--- src/rtl/req_encoder_8to3_pkg.sv ---
// Shared sizing defaults and FSM state type for the request encoder.
package enc_pkg;
  localparam int unsigned N_REQ_DEF = 8;
  localparam int unsigned IDX_W_DEF = 3;

  typedef enum logic {
    ENC_IDLE    = 1'b0,
    ENC_PRESENT = 1'b1
  } enc_state_t;
endpackage

--- src/rtl/req_encoder_8to3_rr_pick.sv ---
// Combinational masked priority picker: lowest set bit at/above ptr, else lowest overall.
module rr_pick #(
  parameter int unsigned N_REQ = 8,
  parameter int unsigned IDX_W = $clog2(N_REQ),
  parameter int unsigned RR    = 0
) (
  input  logic [N_REQ-1:0] cand,
  input  logic [IDX_W-1:0] ptr,
  output logic [IDX_W-1:0] win_idx,
  output logic             win_vld
);

  logic [N_REQ-1:0] masked;
  logic [IDX_W-1:0] lo_all;
  logic [IDX_W-1:0] lo_masked;

  // Scan downwards so the lowest qualifying index is the last one written.
  always_comb begin
    masked    = '0;
    lo_all    = '0;
    lo_masked = '0;
    for (int i = int'(N_REQ) - 1; i >= 0; i--) begin
      if (RR != 0 && IDX_W'(i) >= ptr) masked[i] = cand[i];
      if (cand[i])   lo_all    = IDX_W'(i);
      if (masked[i]) lo_masked = IDX_W'(i);
    end
    win_vld = |cand;
    win_idx = (|masked) ? lo_masked : lo_all;
  end

endmodule

--- src/rtl/req_encoder_8to3.sv ---
// Sequential request encoder: latches request pulses and presents one index per valid/ready transfer.
module req_encoder_8to3
  import enc_pkg::*;
#(
  parameter int unsigned N_REQ = N_REQ_DEF,
  parameter int unsigned IDX_W = $clog2(N_REQ),
  parameter int unsigned RR    = 0
) (
  input  logic             clk,
  input  logic             rst_n,
  input  logic [N_REQ-1:0] req_i,
  output logic [IDX_W-1:0] idx_o,
  output logic             valid_o,
  input  logic             ready_i,
  output logic [N_REQ-1:0] pending_o,
  output logic             drop_o
);

  enc_state_t       state_q, state_d;
  logic [N_REQ-1:0] pending_q, pending_d;
  logic [IDX_W-1:0] idx_q, idx_d;
  logic [IDX_W-1:0] ptr_q, ptr_d;
  logic             drop_q, drop_d;

  logic [N_REQ-1:0] cand;
  logic [N_REQ-1:0] win_oh;
  logic [IDX_W-1:0] win_idx;
  logic             win_vld;
  logic             hs;
  logic             load;

  assign cand   = pending_q | req_i;
  assign win_oh = N_REQ'(1) << win_idx;
  assign hs     = (state_q == ENC_PRESENT) && ready_i;
  assign load   = win_vld && ((state_q == ENC_IDLE) || hs);

  rr_pick #(
    .N_REQ (N_REQ),
    .IDX_W (IDX_W),
    .RR    (RR)
  ) u_pick (
    .cand    (cand),
    .ptr     (ptr_q),
    .win_idx (win_idx),
    .win_vld (win_vld)
  );

  always_ff @(posedge clk or negedge rst_n) begin
    if (!rst_n) begin
      state_q   <= ENC_IDLE;
      pending_q <= '0;
      idx_q     <= '0;
      ptr_q     <= '0;
      drop_q    <= 1'b0;
    end else begin
      state_q   <= state_d;
      pending_q <= pending_d;
      idx_q     <= idx_d;
      ptr_q     <= ptr_d;
      drop_q    <= drop_d;
    end
  end

  // Without a load every request folds into pending; a load removes only the winner.
  always_comb begin
    state_d   = state_q;
    pending_d = cand;
    idx_d     = idx_q;
    ptr_d     = ptr_q;
    drop_d    = |(req_i & pending_q);

    case (state_q)
      ENC_IDLE:    if (win_vld) state_d = ENC_PRESENT;
      ENC_PRESENT: if (ready_i && !win_vld) state_d = ENC_IDLE;
      default:     state_d = ENC_IDLE;
    endcase

    if (load) begin
      idx_d     = win_idx;
      ptr_d     = win_idx + IDX_W'(1);
      pending_d = cand & ~win_oh;
      drop_d    = |(req_i & pending_q & ~win_oh);
    end
  end

  assign idx_o     = idx_q;
  assign valid_o   = (state_q == ENC_PRESENT);
  assign pending_o = pending_q;
  assign drop_o    = drop_q;

endmodule

--- config.mk ---
export PLATFORM = sky130hd
export DESIGN_NAME = req_encoder_8to3
export DESIGN_NICKNAME = d
export VERILOG_FILES = /design/src/rtl/req_encoder_8to3_pkg.sv /design/src/rtl/req_encoder_8to3_rr_pick.sv /design/src/rtl/req_encoder_8to3.sv
export SDC_FILE = /design/constraint.sdc
export NUM_CORES = 1
export LEC_CHECK = 0
export ABC_AREA = 1
export CELL_PAD_IN_SITES_DETAIL_PLACEMENT = 0
export CELL_PAD_IN_SITES_GLOBAL_PLACEMENT = 1
export CORE_MARGIN = 2
export CORE_UTILIZATION = 25
export DETAILED_ROUTE_END_ITERATION = 16
export PLACE_DENSITY = 0.59
export SLEW_MARGIN = 20
export SYNTH_ARGS = -nofsm -noshare
export SYNTH_HDL_FRONTEND = slang
export SYNTH_HIERARCHICAL = 1
export SYNTH_SLANG_ARGS = --single-unit
--- constraint.sdc ---
create_clock -name clk -period 5.6 [get_ports clk]
set_clock_uncertainty 0.2 [all_clocks]
set_input_delay 1.4 -clock clk [delete_from_list [all_inputs] [get_ports clk]]
set_output_delay 1.4 -clock clk [all_outputs]
set_load 0.02 [all_outputs]
Word level (Yosys, flattened, before mapping)
Cells that the tools add are included.
{"block": "word_totals", "regBits": 13, "word_cells": 32, "inputBits": 11}
{"block": "classes", "muxes": 13, "shift": 1, "reduce_logical": 8, "bitwise_logic": 6}
{"op": "bitwise AND 8 bit", "n": 3}
{"op": "2-to-1 mux 3 bit", "n": 8}
{"op": "OR reduction 8 bit", "n": 3}
{"op": "2-to-1 mux 8 bit", "n": 1}
{"op": "inverter 8 bit", "n": 1}
{"op": "OR 8 bit", "n": 1}
{"op": "<< shifter 1 x 3 -> 8 bit, first input constant", "n": 1}
{"op": "logical AND 1 bit", "n": 3}
{"op": "2-to-1 mux 1 bit", "n": 3}
{"op": "case mux 1 bit (2 select lines)", "n": 1}
{"op": "logical NOT 1 bit", "n": 1}
{"op": "logical OR 1 bit", "n": 1}
{"op": "inverter 1 bit", "n": 1}

Logic depth before layout (Yosys ltp)
{"block": "depth", "ltp_word": 14, "ltp_mapped": 18}

Hierarchy
Netlist, hierarchy kept.
{"module": "req_encoder_8to3", "area_each_um2": 860.8, "instances": 1, "cells_each": 110}
{"module": "rr_pick", "area_each_um2": 98.8, "instances": 1, "cells_each": 22}

Least setup slack after synthesis
No wires, ideal clock.
{"block": "synth_path", "path_kind": "input to register", "from": "input req_i[6]", "to": "register drop_q (netlist: drop_o)", "path_buffers": 0, "setup_ps": 120, "slack_ps": 2542, "path_stages": 18, "required_ps": 5280, "t_arrival_ps": 2737, "path_cell_list": "nor2_1 inv_1 inv_1 nand2_1 nand2_1 nand2_1 nand2_1 nand2_1 a21oi_1 ha_1 ha_1 inv_1 nand3_1 nand2_1 nor2_1 nand2_1 nand2_1 nand2_1"}
{"block": "synth_via", "elab_chain_cells": 13, "word_cells_on_any_way": 17, "cone_classes": "shift (1); mux (8); bitwise (4); reduce/logical (4)"}
{"item": "from (decl)", "line": "req_encoder_8to3.sv:11", "rtl": "input logic [N_REQ-1:0] req_i,"}
{"item": "OR 8 bit", "line": "req_encoder_8to3.sv:32", "rtl": "assign cand = pending_q | req_i;"}
{"item": "net cand[6]", "line": "req_encoder_8to3.sv:25", "rtl": "logic [N_REQ-1:0] cand;"}
{"item": "2-to-1 mux 3 bit (7 in a row)", "line": "req_encoder_8to3_rr_pick.sv:24", "rtl": "if (cand[i]) lo_all = IDX_W'(i);"}
{"item": "net win_idx[0]", "line": "req_encoder_8to3.sv:27", "rtl": "logic [IDX_W-1:0] win_idx;"}
{"item": "<< shifter 1 x 3 -> 8 bit", "line": "req_encoder_8to3.sv:33", "rtl": "assign win_oh = N_REQ'(1) << win_idx;"}
{"item": "inverter 8 bit", "line": "req_encoder_8to3.sv:82", "rtl": "drop_d = |(req_i & pending_q & ~win_oh);"}
{"item": "bitwise AND 8 bit", "line": "req_encoder_8to3.sv:82"}
{"item": "OR reduction 8 bit", "line": "req_encoder_8to3.sv:82"}
{"item": "2-to-1 mux 1 bit", "line": "req_encoder_8to3.sv:78", "rtl": "if (load) begin"}
{"item": "net drop_d", "line": "req_encoder_8to3.sv:23", "rtl": "logic drop_q, drop_d;"}
{"item": "to (signal assigned)", "line": "req_encoder_8to3.sv:60", "rtl": "drop_q <= drop_d;"}
{"item": "to (decl)", "line": "req_encoder_8to3.sv:23"}
The timed path passes the listed nets, and every way through them passes these cells.
A chain may end at the register's enable or synchronous reset.

Worst setup path after layout
{"block": "layout_path", "from": "input req_i[0]", "to": "register drop_q (netlist: drop_o)"}
{"block": "layout_via", "elab_chain_cells": 7, "word_cells_on_any_way": 11, "cone_classes": "shift (1); mux (2); bitwise (4); reduce/logical (4)"}
{"item": "OR 8 bit", "line": "req_encoder_8to3.sv:32"}
{"item": "net cand[0]", "line": "req_encoder_8to3.sv:25"}
{"item": "2-to-1 mux 3 bit", "line": "req_encoder_8to3_rr_pick.sv:24"}
{"item": "net win_idx[2]", "line": "req_encoder_8to3.sv:27"}
{"item": "<< shifter 1 x 3 -> 8 bit", "line": "req_encoder_8to3.sv:33"}
{"item": "inverter 8 bit", "line": "req_encoder_8to3.sv:82"}
{"item": "bitwise AND 8 bit", "line": "req_encoder_8to3.sv:82"}
{"item": "OR reduction 8 bit", "line": "req_encoder_8to3.sv:82"}
{"item": "2-to-1 mux 1 bit", "line": "req_encoder_8to3.sv:78"}
{"item": "net drop_d", "line": "req_encoder_8to3.sv:23"}
The timed path passes the listed nets, and every way through them passes these cells.

==> run metrics <==
core area=about 3300 um^2; DP HPWL=between 1.5 and 2 mm; Global Route Usage Sum=11.5%; Final TNS setup=0 ps; ANT cells=0; Psw=0.0000591 W; number of cell rows=21; Critical Path Source Type=input pin; cell mode on critical path=nand2_1; Final setup violation count=0; RSZ-0062 raised after global routing=false; detail-routed via count per cell=about 4.2; Worst VDD drop=about 57 uV; I/O pin cnt=24; initial antenna violation count=0; FF-to-FF path depth=13; hold crit path type=reg2reg; ANT nets after route=0; relative slew slack=roughly 53%; Syn Inst Count=122; CP Capture Type=flip-flop; Die W=62.5 um; Synth warnings=6; largest net degree at the start of global routing=14; hold endpoint=idx_o[1]$_DFFE_PN0N_; die height=about 63 um; hold_sp=idx_o[1]$_DFFE_PN0N_; worst r2r src=pending_o[3]$_DFF_PN0_; PortBufs=23; critical path fanouts, max=9; Pwr Density=around 180 nW/um^2; Num CTS Buffers=3; via total after detailed routing=810; 1st-iter DRT viols=23; CP delay by family, top=simple AND/OR/NAND/NOR gates; Routability Congestion=~0.77; vias in the first global route=777; number of H-tree levels=1; Setup Slack @ Placement=1680 ps; number of hold buffers added after cts=0; Comb power frac=between 20% and 30%; Seq pwr share=between 40% and 50%; initial core utilization=25.9%; Hold Path Depth=2; Syn Nets=approximately 140; NumNets Final=165; CTS Root Cell=clkbuf_4; Clk Latency, worst-skew pair=270 ps; final WL=just over 2 mm; r2r setup slk=roughly 3100 ps; Avg Inst Size Synth=approximately 7 um^2; Reg-to-Reg End=drop_o$_DFF_PN0_; Fin. Hold Viols=0; Final min period=3640 ps; ratio of cells with drive above 1 in the final layout=4.76%; # resized after CTS=0; CTS tree=yes; Pleak=approximately 0.55 nW; CTS Sinks=13; area grow syn2layout=34.8%; DRT Pass-1 Iters=4; final slew viol count=0; global-route wire length before repair=between 3 and 4 mm; full die area=3910 um^2; path type of the worst setup path=in2reg; Final period util=65.0%; clock network power share=28.8%; number of fill cells=approximately 390; Clock Tree Buf Depth=2; slowest cell on the critical path=nor2_1; Overflow after GRT=0; CTS clock-pin slew for the worst setup and hold paths=roughly 80 ps; cells along the critical path=clkdlybuf4s50_1 > nor2_1 > inv_1 > inv_1 > nand4_1 > nor2_1 > clkinv_4 > ha_1 > inv_1 > nand3_1 > nand2_1 > nor2_1 > nand2_1 > nand2_1 > nand2_1; fin util=a little over a third; switch share=about 29%; Max-Cap Viols=0; Residual DRC=0; WP data arrival=around 3700 ps; fin worst setup slack=about 2000 ps; Post-Synthesis Cell Area=856 um^2; FMAX=around 270 MHz; post-CTS setup buffers=0; Worst Path Buf+Inv=5; Int Pwr=approximately 0.00015 W; Crit path largest cell delay=about 570 ps; Req. time, crit path=roughly 5600 ps; WL per Instance=between 10 and 15 um; worst-margin pin slew=around 700 ps; outcome=complete, no violations
cells in the final DEF (no fill, tap or decap), types with 2 or more instances in the layout:
cell type	instances
clkdlybuf4s50_1	23
nand3_1	6
dfrtp_1	13
inv_1	23
clkinv_1	2
o21ai_0	2
nor2_1	12
ha_1	6
a31oi_1	6
nand2_1	35
o21ai_1	3
nand4_1	3
clkbuf_4	3
or2_1	3
a21oi_1	2
cell type report:
type / count / area [um^2] / share of cell area [%]
Timing Repair Buffer: 23 / 230 / 20.0
Inverter: 27 / 106 / 9.22
Sequential cell: 13 / 325 / 28.2
Tap cell: 46 / 57.6 / 4.99
Clock buffer: 4 / 26.3 / 2.28
Multi-Input combinational cell: 80 / 408 / 35.4
worst min-delay path: stages (launching register included):
cell and delay (ps):
dfrtp_1 350, nand2_1 50, o21ai_1 60
power by group through the flow:
stage	clock, W	combinational (W)	sequential [W]
final	0.0000591	0.0000458	0.000100
after global routing	0.0000674	0.0000512	0.000101
after CTS	0.0000640	0.0000466	0.000100
after detailed placement	0	0.0000465	0.000102
after global placement	0	0.0000469	0.000102
after floorplan	0	0.0000180	0.000107
registers in the layout, indices dropped and copies added, names as in the netlist:
signal,flops
drop_o,1
valid_o,1
pending_o,8
idx_o,3
worst max-delay path by stage:
stage | from | end | slack (ps) | depth (start not counted)
2_1_floorplan | req_i[7] | drop_o$_DFF_PN0_ | 2560 | 14
3_3_place_gp | req_i[3] | drop_o$_DFF_PN0_ | 1700 | 14
3_5_place_dp | req_i[3] | drop_o$_DFF_PN0_ | 1680 | 14
4_1_cts | req_i[3] | drop_o$_DFF_PN0_ | 1970 | 14
5_1_grt | req_i[0] | drop_o$_DFF_PN0_ | 1650 | 15
6_report | req_i[0] | drop_o$_DFF_PN0_ | 1960 | 15
per-stage QoR:
| stage | power, W | hold slack (ps) | area [um^2] | instances |
|---|---|---|---|---|
| final | 0.000205 | 297 | 1150 | 193 |
| after global routing | 0.000219 | 326 | 1150 | 193 |
| after CTS | 0.000211 | 306 | 1150 | 193 |
| after detailed placement | 0.000149 | 284 | 1130 | 189 |
| after global placement | 0.000149 | 279 | 1130 | 189 |
| after floorplan | 0.000125 | 393 | 856 | 122 |
per-layer routing:
metal	up-vias	global-route usage [%]	share of wire [%]
met3	2	1.08	3.1
met5	-	0	0
li1	422	-	-
met4	0	6.67	1.9
met1	367	15.3	48
met2	19	18.3	47
Power figures use the tool's default switching activity.
